==> src/rtl/td4_pkg.sv <==
// td4_pkg -- shared definitions for the TD4 4-bit CPU, its ROM images and
// the assembler tests: data width, opcode constants and source-select codes.
package td4_pkg;

  localparam int DATA_W = 4;

  typedef logic [DATA_W-1:0] data_t;
  typedef logic [3:0]        opcode_t;

  // Opcode map (rom_dout[7:4])
  localparam opcode_t OP_ADD_A   = 4'b0000;
  localparam opcode_t OP_MOV_AB  = 4'b0001;
  localparam opcode_t OP_IN_A    = 4'b0010;
  localparam opcode_t OP_MOV_AI  = 4'b0011;
  localparam opcode_t OP_MOV_BA  = 4'b0100;
  localparam opcode_t OP_ADD_B   = 4'b0101;
  localparam opcode_t OP_IN_B    = 4'b0110;
  localparam opcode_t OP_MOV_BI  = 4'b0111;
  localparam opcode_t OP_OUT_B   = 4'b1001;
  localparam opcode_t OP_OUT_I   = 4'b1011;
  localparam opcode_t OP_JNC     = 4'b1110;
  localparam opcode_t OP_JMP     = 4'b1111;

  // ALU source operand select
  typedef enum logic [1:0] {
    SRC_A    = 2'd0,
    SRC_B    = 2'd1,
    SRC_IN   = 2'd2,
    SRC_ZERO = 2'd3
  } src_sel_t;

  // Split an instruction byte into opcode and immediate
  function automatic opcode_t instr_op(input logic [7:0] instr);
    return instr[7:4];
  endfunction

  function automatic data_t instr_imm(input logic [7:0] instr);
    return instr[3:0];
  endfunction

endpackage

==> src/rtl/td4_if.sv <==
// td4_if -- instruction ROM bus between the CPU and its program store.
//   rom_adr  : 4-bit instruction address driven by the CPU (equal to PC)
//   rom_dout : 8-bit instruction returned combinationally by the ROM
// master = CPU side, slave = ROM side.
interface td4_if;
  import td4_pkg::*;

  logic [3:0] rom_adr;
  logic [7:0] rom_dout;

  modport master (output rom_adr, input rom_dout);
  modport slave  (input rom_adr, output rom_dout);

endinterface

==> src/rtl/td4_decode.sv <==
// td4_decode -- purely combinational instruction decoder.
//   op        : instruction opcode
//   carry     : current carry flag (before this instruction's update)
//   src_sel   : ALU source operand select
//   we_a/we_b : write enables for registers A and B
//   we_out    : write enable for the output latch
//   pc_load   : load PC with the ALU result instead of PC+1
//   carry_clr : force carry to 0 (undefined opcodes)
module td4_decode
  import td4_pkg::*;
(
  input  opcode_t  op,
  input  logic     carry,
  output src_sel_t src_sel,
  output logic     we_a,
  output logic     we_b,
  output logic     we_out,
  output logic     pc_load,
  output logic     carry_clr
);

  // Opcode to control-signal decode; undefined opcodes fall to a carry-clearing NOP
  always_comb begin
    src_sel   = SRC_ZERO;
    we_a      = 1'b0;
    we_b      = 1'b0;
    we_out    = 1'b0;
    pc_load   = 1'b0;
    carry_clr = 1'b0;
    case (op)
      OP_ADD_A:  begin src_sel = SRC_A;    we_a   = 1'b1; end
      OP_MOV_AB: begin src_sel = SRC_B;    we_a   = 1'b1; end
      OP_IN_A:   begin src_sel = SRC_IN;   we_a   = 1'b1; end
      OP_MOV_AI: begin src_sel = SRC_ZERO; we_a   = 1'b1; end
      OP_MOV_BA: begin src_sel = SRC_A;    we_b   = 1'b1; end
      OP_ADD_B:  begin src_sel = SRC_B;    we_b   = 1'b1; end
      OP_IN_B:   begin src_sel = SRC_IN;   we_b   = 1'b1; end
      OP_MOV_BI: begin src_sel = SRC_ZERO; we_b   = 1'b1; end
      OP_OUT_B:  begin src_sel = SRC_B;    we_out = 1'b1; end
      OP_OUT_I:  begin src_sel = SRC_ZERO; we_out = 1'b1; end
      // JNC tests the carry as it was before this instruction executes
      OP_JNC: begin
        src_sel = SRC_ZERO;
        if (carry == 1'b0) begin
          pc_load = 1'b1;
        end else begin
          pc_load = 1'b0;
        end
      end
      OP_JMP:    begin src_sel = SRC_ZERO; pc_load = 1'b1; end
      default:   begin src_sel = SRC_ZERO; carry_clr = 1'b1; end
    endcase
  end

endmodule

==> src/rtl/td4_cpu.sv <==
// td4_cpu -- single-cycle TD4 4-bit CPU. Every enabled clock edge fetches,
// decodes and executes one instruction from the combinational ROM.
//   clk      : clock, all state updates on the rising edge
//   rst      : synchronous active-high reset, priority over ce
//   ce       : step enable
//   rom_bus  : instruction ROM bus (rom_adr = PC, rom_dout = instruction)
//   in_port  : 4-bit input sampled by IN instructions at the committing edge
//   out_port : 4-bit registered output latch
//   carry    : carry flag (debug)
//   reg_a/b  : registers A and B (debug)
module td4_cpu
  import td4_pkg::*;
(
  input  logic         clk,
  input  logic         rst,
  input  logic         ce,
  td4_if.master        rom_bus,
  input  data_t        in_port,
  output data_t        out_port,
  output logic         carry,
  output data_t        reg_a,
  output data_t        reg_b
);

  logic [3:0] pc_r;
  data_t      a_r;
  data_t      b_r;
  data_t      out_r;
  logic       carry_r;

  opcode_t    op_s;
  data_t      imm_s;
  src_sel_t   src_sel_s;
  logic       we_a_s;
  logic       we_b_s;
  logic       we_out_s;
  logic       pc_load_s;
  logic       carry_clr_s;
  data_t      src_s;
  logic [4:0] sum_s;
  logic [3:0] pc_next_s;

  assign op_s  = instr_op(rom_bus.rom_dout);
  assign imm_s = instr_imm(rom_bus.rom_dout);

  td4_decode u_decode (
    .op        (op_s),
    .carry     (carry_r),
    .src_sel   (src_sel_s),
    .we_a      (we_a_s),
    .we_b      (we_b_s),
    .we_out    (we_out_s),
    .pc_load   (pc_load_s),
    .carry_clr (carry_clr_s)
  );

  // ALU source operand mux
  always_comb begin
    src_s = 4'd0;
    case (src_sel_s)
      SRC_A:    src_s = a_r;
      SRC_B:    src_s = b_r;
      SRC_IN:   src_s = in_port;
      SRC_ZERO: src_s = 4'd0;
      default:  src_s = 4'd0;
    endcase
  end

  // 5-bit sum: bit 4 is the carry out, bits 3:0 the result
  assign sum_s = {1'b0, src_s} + {1'b0, imm_s};

  // Next PC: jump target from the ALU, otherwise increment (wraps 15 -> 0)
  always_comb begin
    if (pc_load_s) begin
      pc_next_s = sum_s[3:0];
    end else begin
      pc_next_s = pc_r + 4'd1;
    end
  end

  // Architectural state: commit on enabled edges, reset has priority
  always_ff @(posedge clk) begin
    if (rst) begin
      pc_r    <= 4'd0;
      a_r     <= 4'd0;
      b_r     <= 4'd0;
      out_r   <= 4'd0;
      carry_r <= 1'b0;
    end else if (ce) begin
      pc_r    <= pc_next_s;
      if (we_a_s)   a_r   <= sum_s[3:0];
      if (we_b_s)   b_r   <= sum_s[3:0];
      if (we_out_s) out_r <= sum_s[3:0];
      carry_r <= carry_clr_s ? 1'b0 : sum_s[4];
    end
  end

  assign rom_bus.rom_adr = pc_r;
  assign out_port        = out_r;
  assign carry           = carry_r;
  assign reg_a           = a_r;
  assign reg_b           = b_r;

endmodule

==> src/flat_wrapper.sv <==
// flat-port wrapper written by rule: the top's interface ports become plain ports
module td4_cpu_flat import td4_pkg::*;
  (clk, rst, ce, in_port, out_port, carry, reg_a, reg_b, rom_bus_rom_adr, rom_bus_rom_dout);
  td4_if rom_bus_i ();
  input  logic clk;
  input  logic rst;
  input  logic ce;
  input  data_t in_port;
  output data_t out_port;
  output logic carry;
  output data_t reg_a;
  output data_t reg_b;
  output wire logic [$bits(rom_bus_i.rom_adr)-1:0] rom_bus_rom_adr;
  input wire logic [$bits(rom_bus_i.rom_dout)-1:0] rom_bus_rom_dout;
  assign rom_bus_rom_adr = rom_bus_i.rom_adr;
  assign rom_bus_i.rom_dout = rom_bus_rom_dout;
  td4_cpu u_core (.clk(clk), .rst(rst), .ce(ce), .rom_bus(rom_bus_i), .in_port(in_port), .out_port(out_port), .carry(carry), .reg_a(reg_a), .reg_b(reg_b));
endmodule
==> config.mk <==
export PLATFORM = sky130hd
export DESIGN_NAME = td4_cpu_flat
export DESIGN_NICKNAME = d
export VERILOG_FILES = /design/src/rtl/td4_pkg.sv /design/src/rtl/td4_if.sv /design/src/rtl/td4_decode.sv /design/src/rtl/td4_cpu.sv /design/src/flat_wrapper.sv
export SDC_FILE = /design/constraint.sdc
export NUM_CORES = 1
export LEC_CHECK = 0
export ABC_AREA = 1
export CAP_MARGIN = 10
export CORE_ASPECT_RATIO = 0.75
export CORE_MARGIN = 3
export CORE_UTILIZATION = 47
export CTS_BUF_LIST = sky130_fd_sc_hd__clkbuf_2
export CTS_CLUSTER_DIAMETER = 150
export DETAILED_ROUTE_END_ITERATION = 12
export PLACE_DENSITY = 0.83
export SETUP_SLACK_MARGIN = 0.5
export SKIP_LAST_GASP = 1
export SLEW_MARGIN = 20
export SYNTH_ARGS = -nofsm -noshare
export SYNTH_HDL_FRONTEND = slang
export SYNTH_SLANG_ARGS = --single-unit
export TNS_END_PERCENT = 10
==> constraint.sdc <==
create_clock -name clk -period 2.5 [get_ports clk]
set_input_delay 0.625 -clock clk [delete_from_list [all_inputs] [get_ports clk]]
set_output_delay 0.625 -clock clk [all_outputs]
set_load 0.02 [all_outputs]
==> impl_metrics.json <==
{
  "rows": 13,
  "path_delay_family": "adder cells",
  "cp_num_buf_inv": 3,
  "die_area_um2": 2743,
  "setup_viol": 0,
  "rsz0062_at_grt": "true",
  "cts_max_level": 1,
  "seq_area_frac_synth": 0.3375,
  "layout_min_cycle_time_ns": 2.104,
  "die_w_um": 59.49,
  "grt_usage": 0.2779,
  "area_growth_pct": 57.82,
  "cts_max_path_buffers": 2,
  "place_ws_ns": -0.4240,
  "power.net_switching_mw": 0.2436,
  "mostFrequentLayoutCells": "25 x clkdlybuf4s50_1, 17 x nor2_1, 17 x dfxtp_1",
  "cap_violations": 0,
  "cts-root-buf": "clkbuf_2",
  "setup.worst_path.start_class": "input pin",
  "internal_power_mw": 0.4367,
  "remaining_drc_errors": 0,
  "die_y_um": 46.12,
  "dr.pass1.iters": 5,
  "final_common_cell": "clkdlybuf4s50_1",
  "r2r-start": "u_core.reg_a[0]",
  "pwr-share-comb": 0.357,
  "outcome": "completed",
  "overflow": 0,
  "crit_type": "in -> reg",
  "numCtsBuffers": 3,
  "r2r-end": "u_core.reg_b[2]",
  "hold_path_depth": 2,
  "fin_tns_setup_ns": 0,
  "tightest_slew_ns": 0.4662,
  "fin_skew_ns": 0.01660,
  "relSlewSlack": 0.6866,
  "syn_avg_cell_area_um2": 7.052,
  "hold_end": "u_core.out_port[1]",
  "crit_fanout": 4,
  "detail-route-antenna-nets": 0,
  "sw_frac_of_total": 0.3581,
  "antenna_found_initial": 0,
  "worst_slack_ns": 0.3958,
  "clkPwrFrac": 0.199,
  "path_clk_slew_ns": 0.17,
  "fin_util": 0.8508,
  "syn-num-nets": 165,
  "slew_viol_final": 0,
  "ir_drop_uv": 379.9,
  "final-hold-violation-count": 0,
  "crit_slowest_cell": "fa_2",
  "hp-start": "u_core.out_port[1]",
  "drt_wl_total_um": 3862,
  "p_leak_nw": 0.7004,
  "start_util": 0.5391,
  "dpl-instance-area_um2": 1415,
  "crit_required_ns": 2.78,
  "hp-class": "reg -> reg",
  "grt_pass1_vias": 1201,
  "place_hpwl_um": 2401,
  "r2r_setup_slack_ns": 0.51,
  "io-pin-count": 32,
  "p_per_area_nw_per_um2": 427.4,
  "netlist_instances": 143,
  "max_stage_delay_ns": 0.48,
  "vias": 1295,
  "p_total_mw": 0.6803,
  "crit_top_cell": "buf_6",
  "fmax_ghz": 0.4752,
  "period_share": 0.8417,
  "ys_warn_count": 0,
  "end_kind": "flop",
  "drtIter0Drc": 132,
  "grt_max_degree": 11,
  "io_buffers": 31,
  "gp_congestion": 0.9093,
  "ys_seq_elements": 17,
  "drive_gt1_frac": 0.2789,
  "rr_worst_depth": 8,
  "cts_tree": "built",
  "hold_buffers": 0,
  "power_frac_seq": 0.445,
  "worstSkewPairLatency_ns": 0.35,
  "synth.distinct_cells": 25,
  "worstPathCellList": "buf_6 > buf_6 > nor3_4 > nand2_2 > a21oi_2 > ha_2 > fa_2 > nand2_1 > nand3_1 > o211ai_1 > inv_2",
  "antenna_cells": 0,
  "netlist_area_um2": 1008,
  "routed_via_density": 6.108,
  "final_cell_area_um2": 1592,
  "grt_pass1_wl_um": 5513,
  "wire_per_inst_um": 18.22,
  "layout.nets": 213,
  "core_area_um2": 1871,
  "arrival_ns": 2.38,
  "clock-sinks": 17
}
repair_timing:
item,in CTS,in global routing
pin swaps,13,11
gates resized for setup,40,14
buffers inserted,4,1
setup endpoints to repair,22,25
how the worst max path moves through the flow:
stage | startpoint | cells past startpoint | to | slack (ns)
detailed placement | rom_bus_rom_dout[4] | 11 | u_core.rom_bus.rom_adr[1] | -0.42
global placement | rom_bus_rom_dout[4] | 11 | u_core.rom_bus.rom_adr[1] | -0.36
finish | rom_bus_rom_dout[5] | 11 | u_core.rom_bus.rom_adr[1] | 0.40
floorplan | rom_bus_rom_dout[7] | 12 | u_core.rom_bus.rom_adr[1] | 0.28
global route | in_port[2] | 10 | u_core.reg_a[3] | 0.32
CTS | rom_bus_rom_dout[7] | 12 | u_core.rom_bus.rom_adr[1] | 0.46
state kept, by name, indices dropped and copies added (netlist names):
signal / count
u_core.reg_a: 4
u_core.reg_b: 4
u_core.carry: 1
u_core.out_port: 4
u_core.rom_bus.rom_adr: 4
kinds of logic (layout without fill, tap and decap cells):
family / Yosys count / in the layout / share of synthesized area
compound gates: 37 / 37 / 0.1998
buf+inv: 25 / 72 / 0.1017
fa+ha+maj: 7 / 7 / 0.09429
simple gates: 56 / 56 / 0.2581
flops: 17 / 17 / 0.3375
xor+xnor: 1 / 1 / 0.008686
stage by stage:
stage,std cells,hold slack [ns]
3_5_place_dp,203,0.4739
4_1_cts,211,0.5147
5_1_grt,212,0.5442
3_3_place_gp,203,0.4714
2_1_floorplan,143,0.5510
6_report,212,0.5116
final cells by class:
class | count | area [µm²]
multi-input cells | 101 | 675.6
inverters | 22 | 82.58
repair buffers | 46 | 445.4
fillers | 106 | 279.0
well taps | 22 | 27.53
flip-flops and latches | 17 | 340.3
clock buffers | 3 | 15.01
clock inverters | 1 | 5.005
tightest hold or removal path: stages, from the launching register on:
cell and delay (ns):
dfxtp_1 0.34, nor2_1 0.10, nor2_1 0.05
power by group through the flow:
stage	registers, mW	logic, mW	clock network (mW)
5_1_grt	0.305	0.258	0.142
2_1_floorplan	0.320	0.0856	0
4_1_cts	0.300	0.221	0.130
3_5_place_dp	0.305	0.193	0
6_report	0.303	0.243	0.135
3_3_place_gp	0.304	0.188	0
routing by layer:
layer,track usage,vias to the layer above,share of wire
met2,0.4793,104,0.44
met3,0.07283,42,0.10
met5,0,-,0
li1,-,572,-
met1,0.3237,577,0.38
met4,0.1312,0,0.072
Yosys cell counts (all sizes together):
| library cell | number | area share |
|---|---|---|
| ha | 6 | 0.074 |
| nor2 | 18 | 0.069 |
| nand2 | 23 | 0.091 |
| inv | 22 | 0.082 |
| dfxtp | 17 | 0.34 |
| xnor2 | 1 | 0.0087 |
| nand4 | 2 | 0.012 |
| nand3 | 9 | 0.057 |
| o211ai | 2 | 0.015 |
| nor4 | 3 | 0.019 |
| fa | 1 | 0.020 |
| nor3 | 1 | 0.0099 |
| a211oi | 1 | 0.0074 |
| a31oi | 1 | 0.0062 |
| a32oi | 1 | 0.0087 |
| a21oi | 15 | 0.078 |
| buf | 3 | 0.020 |
| o21ai | 17 | 0.084 |
Note: power is estimated with default switching activity, not from simulation.
